[src/rtl/fp_mul_param.sv]
// fp_mul_param: parametrised multi-cycle IEEE-754 binary multiplier.
//   Iterative shift-add significand multiply, round-to-nearest-even,
//   gradual underflow, exception flags, valid/ready on both sides.
//   Optional macro FP_MUL_DAZ_EN: subnormal operands read as zero and
//   subnormal results flush to zero (underflow + inexact).
// Ports:
//   clk, rst (async, active-high)
//   in_valid/in_ready, op_a, op_b   : operand handshake, {sign, exp, frac}
//   out_valid/out_ready, result     : product handshake
//   flags                           : {invalid, overflow, underflow, inexact}
module fp_mul_param #(
  parameter int EXP_W = 8,
  parameter int MAN_W = 23,
  localparam int W = EXP_W + MAN_W + 1
) (
  input  logic         clk,
  input  logic         rst,
  input  logic         in_valid,
  output logic         in_ready,
  input  logic [W-1:0] op_a,
  input  logic [W-1:0] op_b,
  output logic         out_valid,
  input  logic         out_ready,
  output logic [W-1:0] result,
  output logic [3:0]   flags
);
  localparam int P  = 2*MAN_W + 2;          // product width
  localparam int XW = EXP_W + 2;            // signed working exponent width
  localparam int CW = $clog2(MAN_W + 1);
  localparam logic signed [XW-1:0] BIAS_X    = XW'((1 << (EXP_W-1)) - 1);
  localparam logic signed [XW-1:0] ONE_X     = XW'(1);
  localparam logic signed [XW-1:0] EXP_MAX_X = XW'((1 << EXP_W) - 1);
  // Below this exponent every product bit ends up in sticky, so the
  // outcome is the same; clamping bounds the number of NORM shifts.
  localparam logic signed [XW-1:0] EXP_FLOOR = XW'(-(MAN_W + 2));

  typedef enum logic [2:0] {
    S_IDLE, S_UNPACK, S_SPECIAL, S_MUL, S_NORM, S_ROUND, S_PACK, S_DONE
  } state_t;

  state_t r_state, w_state_next;

  logic [W-1:0]          r_a, r_b;
  logic                  r_sign;
  logic signed [XW-1:0]  r_exp;
  logic [P-1:0]          r_mcand, r_prod;
  logic [MAN_W:0]        r_mplier;
  logic [CW-1:0]         r_cnt;
  logic                  r_sticky;
  logic [W-1:0]          r_stage_res, r_result;
  logic [3:0]            r_stage_flags, r_flags;

  // ---------------- operand classification ----------------
  logic [EXP_W-1:0] w_ea, w_eb, w_ea_eff, w_eb_eff;
  logic [MAN_W-1:0] w_fa, w_fb;
  logic w_ea_zero, w_eb_zero, w_a_nan, w_b_nan, w_a_inf, w_b_inf, w_a_zero, w_b_zero;
  logic w_sign, w_special;
  logic [MAN_W:0] w_ma, w_mb;
  logic signed [XW-1:0] w_exp_sum, w_exp_clamped;

  assign w_ea = r_a[W-2:MAN_W];
  assign w_eb = r_b[W-2:MAN_W];
  assign w_fa = r_a[MAN_W-1:0];
  assign w_fb = r_b[MAN_W-1:0];
  assign w_ea_zero = ~|w_ea;
  assign w_eb_zero = ~|w_eb;
  assign w_a_nan = (&w_ea) & (|w_fa);
  assign w_b_nan = (&w_eb) & (|w_fb);
  assign w_a_inf = (&w_ea) & ~(|w_fa);
  assign w_b_inf = (&w_eb) & ~(|w_fb);
`ifdef FP_MUL_DAZ_EN
  assign w_a_zero = w_ea_zero;
  assign w_b_zero = w_eb_zero;
`else
  assign w_a_zero = w_ea_zero & ~(|w_fa);
  assign w_b_zero = w_eb_zero & ~(|w_fb);
`endif
  assign w_sign    = r_a[W-1] ^ r_b[W-1];
  assign w_special = w_a_nan | w_b_nan | w_a_inf | w_b_inf | w_a_zero | w_b_zero;
  assign w_ma      = {~w_ea_zero, w_fa};
  assign w_mb      = {~w_eb_zero, w_fb};
  // Subnormals carry the same scale as exponent 1.
  assign w_ea_eff  = w_ea_zero ? EXP_W'(1) : w_ea;
  assign w_eb_eff  = w_eb_zero ? EXP_W'(1) : w_eb;
  assign w_exp_sum = $signed({2'b00, w_ea_eff}) + $signed({2'b00, w_eb_eff}) - BIAS_X;
  assign w_exp_clamped = (w_exp_sum < EXP_FLOOR) ? EXP_FLOOR : w_exp_sum;

  logic [W-1:0] w_spec_res;
  logic [3:0]   w_spec_flags;
  always_comb begin
    w_spec_res   = {w_sign, {(W-1){1'b0}}};
    w_spec_flags = 4'b0000;
    if (w_a_nan) begin
      w_spec_res          = r_a;
      w_spec_res[MAN_W-1] = 1'b1;
      w_spec_flags[3]     = ~w_fa[MAN_W-1];
    end else if (w_b_nan) begin
      w_spec_res          = r_b;
      w_spec_res[MAN_W-1] = 1'b1;
      w_spec_flags[3]     = ~w_fb[MAN_W-1];
    end else if ((w_a_inf & w_b_zero) | (w_b_inf & w_a_zero)) begin
      w_spec_res   = {1'b0, {EXP_W{1'b1}}, 1'b1, {(MAN_W-1){1'b0}}};
      w_spec_flags = 4'b1000;
    end else if (w_a_inf | w_b_inf) begin
      w_spec_res = {w_sign, {EXP_W{1'b1}}, {MAN_W{1'b0}}};
    end
  end

  // ---------------- normalisation decisions ----------------
  logic w_msb, w_lead, w_norm_rshift, w_norm_lshift, w_norm_done;
  logic signed [XW-1:0] w_exp_inc, w_exp_dec;
  assign w_msb     = r_prod[P-1];
  assign w_lead    = r_prod[2*MAN_W];
  assign w_exp_inc = r_exp + ONE_X;
  assign w_exp_dec = r_exp - ONE_X;
`ifdef FP_MUL_DAZ_EN
  // Operands are normal here, so only the product-overflow shift exists.
  assign w_norm_rshift = w_msb;
  assign w_norm_lshift = 1'b0;
  assign w_norm_done   = 1'b1;
`else
  assign w_norm_rshift = w_msb | (r_exp < ONE_X);
  assign w_norm_lshift = ~w_norm_rshift & ~w_lead & (r_exp > ONE_X);
  // The product-overflow shift finishes in the same cycle so a normal
  // result spends exactly one cycle in NORM.
  assign w_norm_done   = (w_msb & (w_exp_inc >= ONE_X)) | (~w_norm_rshift & ~w_norm_lshift);
`endif

  // ---------------- rounding ----------------
  logic [MAN_W:0]   w_kept;
  logic [MAN_W+1:0] w_rsum;
  logic [MAN_W-1:0] w_frac_r;
  logic w_g, w_r, w_s, w_inexact, w_rup, w_carry, w_lead_r, w_tiny, w_ovf;
  logic signed [XW-1:0] w_exp_r;
  logic [W-1:0] w_rnd_res;
  logic [3:0]   w_rnd_flags;

  assign w_kept    = r_prod[2*MAN_W:MAN_W];
  assign w_g       = r_prod[MAN_W-1];
  assign w_r       = r_prod[MAN_W-2];
  assign w_s       = (|r_prod[MAN_W-3:0]) | r_sticky;
  assign w_inexact = w_g | w_r | w_s;
  assign w_rup     = w_g & (w_r | w_s | w_kept[0]);
  assign w_rsum    = {1'b0, w_kept} + (MAN_W+2)'(w_rup);
  assign w_carry   = w_rsum[MAN_W+1];
  assign w_exp_r   = w_carry ? w_exp_inc : r_exp;
  assign w_frac_r  = w_carry ? w_rsum[MAN_W:1] : w_rsum[MAN_W-1:0];
  // A subnormal that rounds up into bit MAN_W becomes the smallest normal.
  assign w_lead_r  = w_carry | w_rsum[MAN_W];
  assign w_tiny    = (r_exp == ONE_X) & ~w_lead;
  assign w_ovf     = (w_exp_r >= EXP_MAX_X);

  always_comb begin
    w_rnd_res   = {r_sign, (w_lead_r ? w_exp_r[EXP_W-1:0] : {EXP_W{1'b0}}), w_frac_r};
    w_rnd_flags = {2'b00, w_tiny & w_inexact, w_inexact};
`ifdef FP_MUL_DAZ_EN
    if (r_exp < ONE_X) begin
      w_rnd_res   = {r_sign, {(W-1){1'b0}}};
      w_rnd_flags = 4'b0011;
    end else
`endif
    if (w_ovf) begin
      w_rnd_res   = {r_sign, {EXP_W{1'b1}}, {MAN_W{1'b0}}};
      w_rnd_flags = 4'b0101;
    end
  end

  // ---------------- FSM ----------------
  always_ff @(posedge clk or posedge rst) begin
    if (rst) r_state <= S_IDLE;
    else     r_state <= w_state_next;
  end

  always_comb begin
    w_state_next = r_state;
    case (r_state)
      S_IDLE:    if (in_valid) w_state_next = S_UNPACK;
      S_UNPACK:  w_state_next = w_special ? S_SPECIAL : S_MUL;
      // Special results still pass through PACK, which owns the output write.
      S_SPECIAL: w_state_next = S_PACK;
      S_MUL:     if (r_cnt == CW'(MAN_W)) w_state_next = S_NORM;
      S_NORM:    if (w_norm_done) w_state_next = S_ROUND;
      S_ROUND:   w_state_next = S_PACK;
      S_PACK:    w_state_next = S_DONE;
      S_DONE:    if (out_ready) w_state_next = S_IDLE;
      default:   w_state_next = S_IDLE;
    endcase
  end

  // ---------------- datapath ----------------
  always_ff @(posedge clk or posedge rst) begin
    if (rst) begin
      r_a <= '0; r_b <= '0; r_sign <= 1'b0; r_exp <= '0;
      r_mcand <= '0; r_prod <= '0; r_mplier <= '0; r_cnt <= '0; r_sticky <= 1'b0;
      r_stage_res <= '0; r_stage_flags <= '0; r_result <= '0; r_flags <= '0;
    end else begin
      case (r_state)
        S_IDLE: if (in_valid) begin
          r_a <= op_a;
          r_b <= op_b;
        end
        S_UNPACK: begin
          r_sign        <= w_sign;
          r_exp         <= w_exp_clamped;
          r_prod        <= '0;
          r_mcand       <= P'(w_ma);
          r_mplier      <= w_mb;
          r_cnt         <= '0;
          r_sticky      <= 1'b0;
          r_stage_res   <= w_spec_res;
          r_stage_flags <= w_spec_flags;
        end
        S_MUL: begin
          if (r_mplier[0]) r_prod <= r_prod + r_mcand;
          r_mcand  <= {r_mcand[P-2:0], 1'b0};
          r_mplier <= {1'b0, r_mplier[MAN_W:1]};
          r_cnt    <= r_cnt + CW'(1);
        end
        S_NORM: begin
          if (w_norm_rshift) begin
            r_sticky <= r_sticky | r_prod[0];
            r_prod   <= {1'b0, r_prod[P-1:1]};
            r_exp    <= w_exp_inc;
          end else if (w_norm_lshift) begin
            r_prod <= {r_prod[P-2:0], 1'b0};
            r_exp  <= w_exp_dec;
          end
        end
        S_ROUND: begin
          r_stage_res   <= w_rnd_res;
          r_stage_flags <= w_rnd_flags;
        end
        S_PACK: begin
          r_result <= r_stage_res;
          r_flags  <= r_stage_flags;
        end
        default: ;
      endcase
    end
  end

  assign in_ready  = (r_state == S_IDLE);
  assign out_valid = (r_state == S_DONE);
  assign result    = r_result;
  assign flags     = r_flags;
endmodule

[config.mk]
export PLATFORM = sky130hd
export DESIGN_NAME = fp_mul_param
export DESIGN_NICKNAME = d
export VERILOG_FILES = /design/src/rtl/fp_mul_param.sv
export SDC_FILE = /design/constraint.sdc
export NUM_CORES = 1
export LEC_CHECK = 0
export ABC_AREA = 1
export CORE_UTILIZATION = 32
export DETAILED_ROUTE_END_ITERATION = 8
export GPL_TIMING_DRIVEN = 0
export PLACE_DENSITY_LB_ADDON = 0.25
export SLEW_MARGIN = 30
export SYNTH_ARGS = -nofsm -noshare
export SYNTH_HDL_FRONTEND = slang
export SYNTH_SLANG_ARGS = --single-unit
[constraint.sdc]
create_clock -name clk -period 20.8 [get_ports clk]
set_clock_uncertainty 0.1 [all_clocks]
set_input_delay 2.08 -clock clk [delete_from_list [all_inputs] [get_ports clk]]
set_output_delay 2.08 -clock clk [all_outputs]
set_load 0.03 [all_outputs]
; Yosys cells after proc, flatten, opt, wreduce, memory -nomap -nowiden
; Index checks and enable logic that the tools add are counted.
; W data, S select, Z words.
[word_totals]
output_inout_bits = 38
wordCells = 138
in_bits = 68
regBits = 276
[op_classes]
order_cmp = 5
mux = 37
addsub = 7
bitwise_logic = 39
n_reduce_logical = 20
n_eq_ne = 16
[op_table]
columns = op, count
row1 = $mux W48, 3
row2 = $pmux W48 S3, 1
row3 = $mux W32, 3
row4 = $pmux W48 S2, 1
row5 = $pmux W32 S2, 1
row6 = $mux W31, 2
row7 = $add A48 B48 Y48, 1
row8 = $pmux W24 S2, 1
row9 = $reduce_or A23 Y1, 2
row10 = $mux W10, 4
row11 = $add A24 B1 Y25, 1
row12 = $mux W8, 3
row13 = $mux W23, 1
row14 = $mux W3, 7
row15 = $pmux W3 S7, 1
row16 = $reduce_or A21 Y1, 1
row17 = $pmux W10 S2, 1
row18 = $or A1 B1 Y1, 16
row19 = $reduce_and A8 Y1, 2
row20 = $reduce_or A8 Y1, 2
row21 = $and A1 B1 Y1, 15
row22 = $eq A3 B3 Y1 const B, 4
row23 = $add A10 B2 Y10 const B, 1
row24 = $eq A10 B2 Y1 const B, 1
row25 = other kinds (30), 49

; Logic depth before layout (Yosys ltp)
; Gate-level depths: netlist of run 1.
[logic_depth]
depth_word = 10
mapped_depth = 24
depth_no_buf = 24

; Worst setup path after synthesis of run 1
; No wires, ideal clock.
[synth_path]
path_type = register -> output
start = reg r_state[1]
end = out in_ready
path_slack_ps = 17461
stages_incl_launch_ff = 5
path_buffers = 1
arrival_ps = 1159
required_time_ps = 18620
cell_sequence = dfrtp_1 > buf_2 > nor2_1 > inv_1 > nor2_1
[synth_via]
elab_chain_cells = 1
[synth_lines]
columns = item, line
row1 = "start, declared", 41  ; state_t r_state, w_state_next;
row2 = "start signal, assigned", 171  ; else r_state <= w_state_next;
row3 = $logic_not A3 Y1, 242  ; assign in_ready = (r_state == S_IDLE);
row4 = "end, declared", 19  ; output logic in_ready,
; Every way passes these cells.

; Worst setup path in the final report of run 1
; Same ends and word-level chain as after synthesis.

==> impl_metrics.yaml, run 1 <==
global_route:
  grt_max_degree: 89
  antenna_found_initial: 1
  track_usage: 0.223
  grt_first_pass_wirelength_mm: 103
  first_global_vias: 17300
  grt_overflow: 0
yosys:
  synth_top_area_cell: "dfrtp_1"
  syn_inst: 2775
  ys_types: 47
  synth_area_um2: 18700
  seq_area_frac_synth: 0.369
  async_flop_share: 1.00
  syn_avg_cell_area_um2: 6.75
  ys_seq_elements: 276
  synthFlopType: "dfrtp_1"
  ys_top_cells_by_area: "dfrtp_1, nand2_1, inv_1"
  yosysWarningCount: 0
  synth_nets: 2914
  yosysMostFrequentCell: "nand2_1"
  synth_top_area_frac: 0.369
  synthTopCellsByCount: "nand2_1, inv_1, nor2_1"
  synth_edf_count: 0
worst_setup_path:
  r2r_cells: 22
  path_cells: "buf_2 -> nor2_1 -> inv_1 -> nor2_1 -> clkdlybuf4s50_1"
  slowest_stage: "clkdlybuf4s50_1"
  critPathMaxFanout: 6
  worstPathArrival_ps: 2480
  worst_setup_path_start_kind: "register"
  cp-endpoint: "in_ready"
  max_stage_delay_ps: 750
  rr_startpoint: "r_b[26]"
  reg2reg_setup_slack_ps: 17020
  cp-end-kind: "output pin"
  crit_top_cell: "nor2_1"
  required_ps: 18620
  reg2reg_to: "r_exp[1]"
  startpoint: "r_state[1]"
  crit_type: "register to output pin"
clocking:
  cts_tree: "yes"
  cts_resized: 0
  clk_pin_slew_ps: 60
  clockBufferDepth: 3
  postCtsHoldBufs: 0
  post_cts_buffers: 0
  numCtsBuffers: 30
  insertion_delay_ps: 610
  ctsHtreeMaxLevel: 1
  cts_root_buf: "clkbuf_16"
  clkSinkCount: 276
pwr:
  vdd_ir_drop_max_uv: 87.9
  p_leak_uw: 0.0111
  internal-power_uw: 1730
  power_frac_seq: 0.278
  p_sw_uw: 1770
  switching_share: 0.506
  clkPwrFrac: 0.156
  total_power_uw: 3500
  powerDensity_nw_per_um2: 160
  p_comb_frac: 0.566
finish:
  drive_gt1_frac: 0.0501
  design_area_um2: 21800
  final_nets: 3054
  synthToLayoutAreaGrowth_pct: 16.5
  final_cells: 3702
  fin_util: 0.377
place:
  globalplace.congestion: 0.977
  place_area_um2: 20800
  dp_cells: 3648
  hpwl_mm: 53.3
  portBuffers: 105
timing:
  worst_pin_slew_ps: 981
  fmax_ghz: 0.214
  fin_crit_ps: 4660
  grt_setup_unrepaired: "false"
  final_max_slew_viol_count: 0
  period_share: 0.224
  slew_headroom: 0.346
  fin_setup_tns_ps: 0
  setup_viol: 0
  hold_viol: 0
detailed_routing:
  vias_per_cell: 5.00
  vias: 18500
  drt_iter0_markers: 1751
  drtAntennaViolNets: 0
  route.detailed.wl_per_inst_um: 18.0
  wl_mm: 66.6
  drt-pass1-iter-count: 6
  drc: 0
floorplanning:
  rows: 88
  die_area_um2: 59500
  initial_utilization: 0.324
  dieWidth_um: 244
  fp.coreArea_um2: 57800
  io_pins: 106
  fp.dieH_um: 244
outcome:
  status: "complete, no violations"
run:
  drv_cap: 0
worst_hold_path:
  min_path_type: "register to register"
[cells in the final DEF (no fill, tap or decap), drive strengths merged, types with 2 or more instances in the layout]
| cell | count |
|---|---|
| a21oi | 192 |
| a22oi | 3 |
| a31oi | 35 |
| and2 | 5 |
| buf | 36 |
| bufinv | 2 |
| clkbuf | 113 |
| clkdlybuf4s50 | 105 |
| clkinv | 10 |
| dfrtp | 276 |
| fa | 2 |
| ha | 69 |
| inv | 481 |
| mux2 | 25 |
| nand2 | 787 |
| nand3 | 155 |
| nand3b | 6 |
| nand4 | 50 |
| nor2 | 299 |
| nor3 | 27 |
| nor4 | 4 |
| o211ai | 26 |
| o21a | 3 |
| o21ai | 113 |
| o21bai | 3 |
| o221ai | 29 |
| o22ai | 30 |
| o31ai | 3 |
| or2 | 12 |
| xnor2 | 4 |
| xor2 | 25 |
[cell families after synthesis]
logic type / count (synthesis) / share of synthesized area
buffers and inverters: 587 / 0.122
and+or+nand+nor: 1346 / 0.299
AOI/OAI and AO/OA: 441 / 0.134
adders and majority gates: 71 / 0.0482
muxes: 25 / 0.0150
DFF: 276 / 0.369
xor gates and xnor gates: 29 / 0.0136
[power groups by stage]
stage	combinational, uW	clock, uW	sequential [uW]
floorplan	1310	0	953
global placement	1950	0	977
detailed placement	1950	0	977
CTS	1960	554	969
global route	2210	575	999
finish	1980	546	971
[registers in the layout, summed over array words and instances (netlist names)]
signal / cells
r_sign: 1
r_state: 3
r_a: 32
flags: 4
r_stage_res: 32
r_mplier: 24
result: 32
r_stage_flags: 4
r_mcand: 48
r_b: 32
r_prod: 48
r_cnt: 5
r_exp: 10
r_sticky: 1
[worst max-delay path: cells and delay by family (launching register included)]
| kind | cells | cell delay [ps] |
|---|---|---|
| buf+inv | 3 | 1040 |
| simple gates | 2 | 490 |
| flops | 1 | 360 |
[layer usage]
| metal | track usage | routed length (um) | up-vias |
|---|---|---|---|
| met2 | 0.351 | 29700 | 624 |
| met5 | 0 | 0 | - |
| met4 | 0.0612 | 1940 | 0 |
| met1 | 0.322 | 30900 | 8654 |
| met3 | 0.0235 | 4030 | 88 |
| li1 | - | - | 9128 |
[cell type report]
class	instances	area, um2
sequential	276	6910
fill	6169	36000
multi-input combinational	1912	9550
tap	765	957
clock buffer	44	863
timing repair buffer	108	1130
buffer	102	458
antenna	1	2.50
clock inverter	9	123
inverter	485	1830
[worst min path at each step]
stage / cells after the start / endpoint / start
final: 2 / r_mcand[3] / r_a[3]
after floorplan: 2 / r_stage_flags[2] / r_stage_flags[2]
after CTS: 2 / r_mcand[3] / r_a[3]
after global placement: 2 / r_stage_flags[2] / r_stage_flags[2]
after detailed placement: 2 / r_stage_flags[2] / r_stage_flags[2]
after global routing: 2 / r_mcand[18] / r_a[18]
[per-stage QoR]
stage               setup WS, ps  hold slack [ps]
finish                     16140              387
global route               16080              416
CTS                        16160              392
detailed placement         16290              376
global placement            7100              370
floorplan                  11010              346
Note: power is estimated with default switching activity, not from simulation.
==> run 2: changes to the inputs <==
clock period = 3.9 ns   (was 20.8 ns; I/O delays follow)
==> impl_metrics.yaml, run 2 (synthesis results as in run 1) <==
detailed_routing:
  vias_per_cell: 4.96
  vias: 18400
  drc: 0
  drtAntennaViolNets: 0
  wl_mm: 67.4
  drt_iter0_markers: 1562
  drt-pass1-iter-count: 5
  route.detailed.wl_per_inst_um: 18.2
worst_setup_path:
  startpoint: "r_b[27]"
  crit_type: "register to register"
  rr_startpoint: "r_b[27]"
  required_ps: 4250
  reg2reg_setup_slack_ps: 310
  worst_setup_path_start_kind: "register"
  cp-end-kind: "register"
  reg2reg_to: "r_exp[1]"
  r2r_cells: 22
  worstPathArrival_ps: 3940
  critPathMaxFanout: 5
pwr:
  internal-power_uw: 9350
  total_power_uw: 18800
  p_leak_uw: 0.0112
  p_sw_uw: 9490
  powerDensity_nw_per_um2: 855
  switching_share: 0.504
  p_comb_frac: 0.563
  power_frac_seq: 0.275
  vdd_ir_drop_max_uv: 387
  clkPwrFrac: 0.162
finish:
  ff_latch_area_um2: 6910
  final_nets: 3063
  multi_input_area_um2: 9560
  fin_util: 0.381
  design_area_um2: 22000
  drive_gt1_frac: 0.0550
  largestRegisters: "r_mcand x48, r_prod x48"
  diodes: 0
  final_common_cell: "nand2_1"
  synthToLayoutAreaGrowth_pct: 17.6
  final_cells: 3711
  layout_common_cells: "nand2_1, inv_1, nor2_1"
  fillers: 6233
clocking:
  insertion_delay_ps: 610
  post_cts_buffers: 0
  clk_pin_slew_ps: 70
  cts_root_buf: "clkbuf_16"
  numCtsBuffers: 31
  ctsHtreeMaxLevel: 1
  cts_tree: "yes"
  clockBufferDepth: 3
  clkSinkCount: 276
floorplanning:
  initial_utilization: 0.324
  io_pins: 106
  rows: 88
  dieWidth_um: 244
  fp.coreArea_um2: 57800
  fp.dieH_um: 244
  die_area_um2: 59500
timing:
  grt_setup_unrepaired: "false"
  period_share: 0.921
  final_max_slew_viol_count: 0
  fmax_ghz: 0.278
  worst_pin_slew_ps: 996
  hold_viol: 0
  fin_crit_ps: 3590
  slew_headroom: 0.336
  hold-worst-slack_ps: 114
  setup_viol: 0
run:
  drv_cap: 0
global_route:
  antenna_found_initial: 2
  grt_overflow: 0
  track_usage: 0.225
  grt_first_pass_wirelength_mm: 103
  first_global_vias: 17100
  grt_max_degree: 29
worst_hold_path:
  min_path_type: "primary input to asynchronous set/reset pin"
place:
  hpwl_mm: 54.5
  portBuffers: 105
  place_area_um2: 21000
  dp_cells: 3656
  globalplace.congestion: 0.979
outcome:
  status: "complete, no violations"
[run 2: cell types whose count changed in the layout (fill, tap and decap cells not counted), sizes merged]
cell      delta
clkbuf       -1
inv          +1
buf          +8
diode        -1
clkinvlp     +1
bufinv       +1
[run 2: metal layers]
layer,global-route usage,share of wire,vias to the layer above
met1,0.323,0.47,8565
li1,-,-,9142
met2,0.354,0.44,587
met3,0.0268,0.058,98
met4,0.0614,0.029,4
met5,0,0.00034,-
[run 2: final cells by class]
| class | instances | share of cell area |
|---|---|---|
| timing repair buffer | 116 | 0.0587 |
| tap | 765 | 0.0434 |
| sequential | 276 | 0.313 |
| clock inverter | 12 | 0.00710 |
| inverter | 485 | 0.0828 |
| clock buffer | 43 | 0.0400 |
| multi-input combinational | 1912 | 0.434 |
| buffer | 102 | 0.0208 |
[run 2: repair_timing]
| action | in CTS | in global routing |
|---|---|---|
| hold buffers | 0 | 0 |
| gates resized for setup | 0 | 4 |
| setup endpoints to repair | 0 | 5 |
[run 2: worst max-delay path, cell delays in order (launching register included)]
cell and delay (ps):
dfrtp_1 410, nor4_1 290, nand2_1 150, inv_1 170
nor2_1 60, ha_1 170, inv_1 50, ha_1 170
fa_1 220, nand3_1 80, nand3_1 120, nand2_1 70
nand2_1 80, a21oi_2 70, or2_2 270, nand2_1 90
a21oi_1 50, nand3_1 80, ha_2 310, nor2_4 150
nand2_1 70, o2111ai_1 100, o21ai_0 130
[run 2: worst max path at each step]
| stage | end | slack, ps | cells past startpoint |
|---|---|---|---|
| after floorplan | flags[0] | -240 | 1 |
| after global placement | r_a[13] | -2550 | 2 |
| after detailed placement | r_exp[1] | 200 | 22 |
| after CTS | r_exp[1] | 180 | 22 |
| after global routing | r_exp[1] | 0.2 | 22 |
| final | r_exp[1] | 310 | 22 |
[run 2: stage by stage]
step	TNS, ps	worst slack [ps]
5_1_grt	0	0.220
4_1_cts	0	185
3_5_place_dp	0	202
3_3_place_gp	-689840	-2550
6_report	0	309
2_1_floorplan	-66620	-241
[run 2: power groups by stage]
stage / Combinational, uW / Sequential, uW / Clock (uW)
floorplan: 7010 / 5080 / 0
global placement: 10400 / 5210 / 0
detailed placement: 10500 / 5210 / 0
CTS: 10500 / 5170 / 3110
global route: 11800 / 5320 / 3220
finish: 10600 / 5180 / 3060
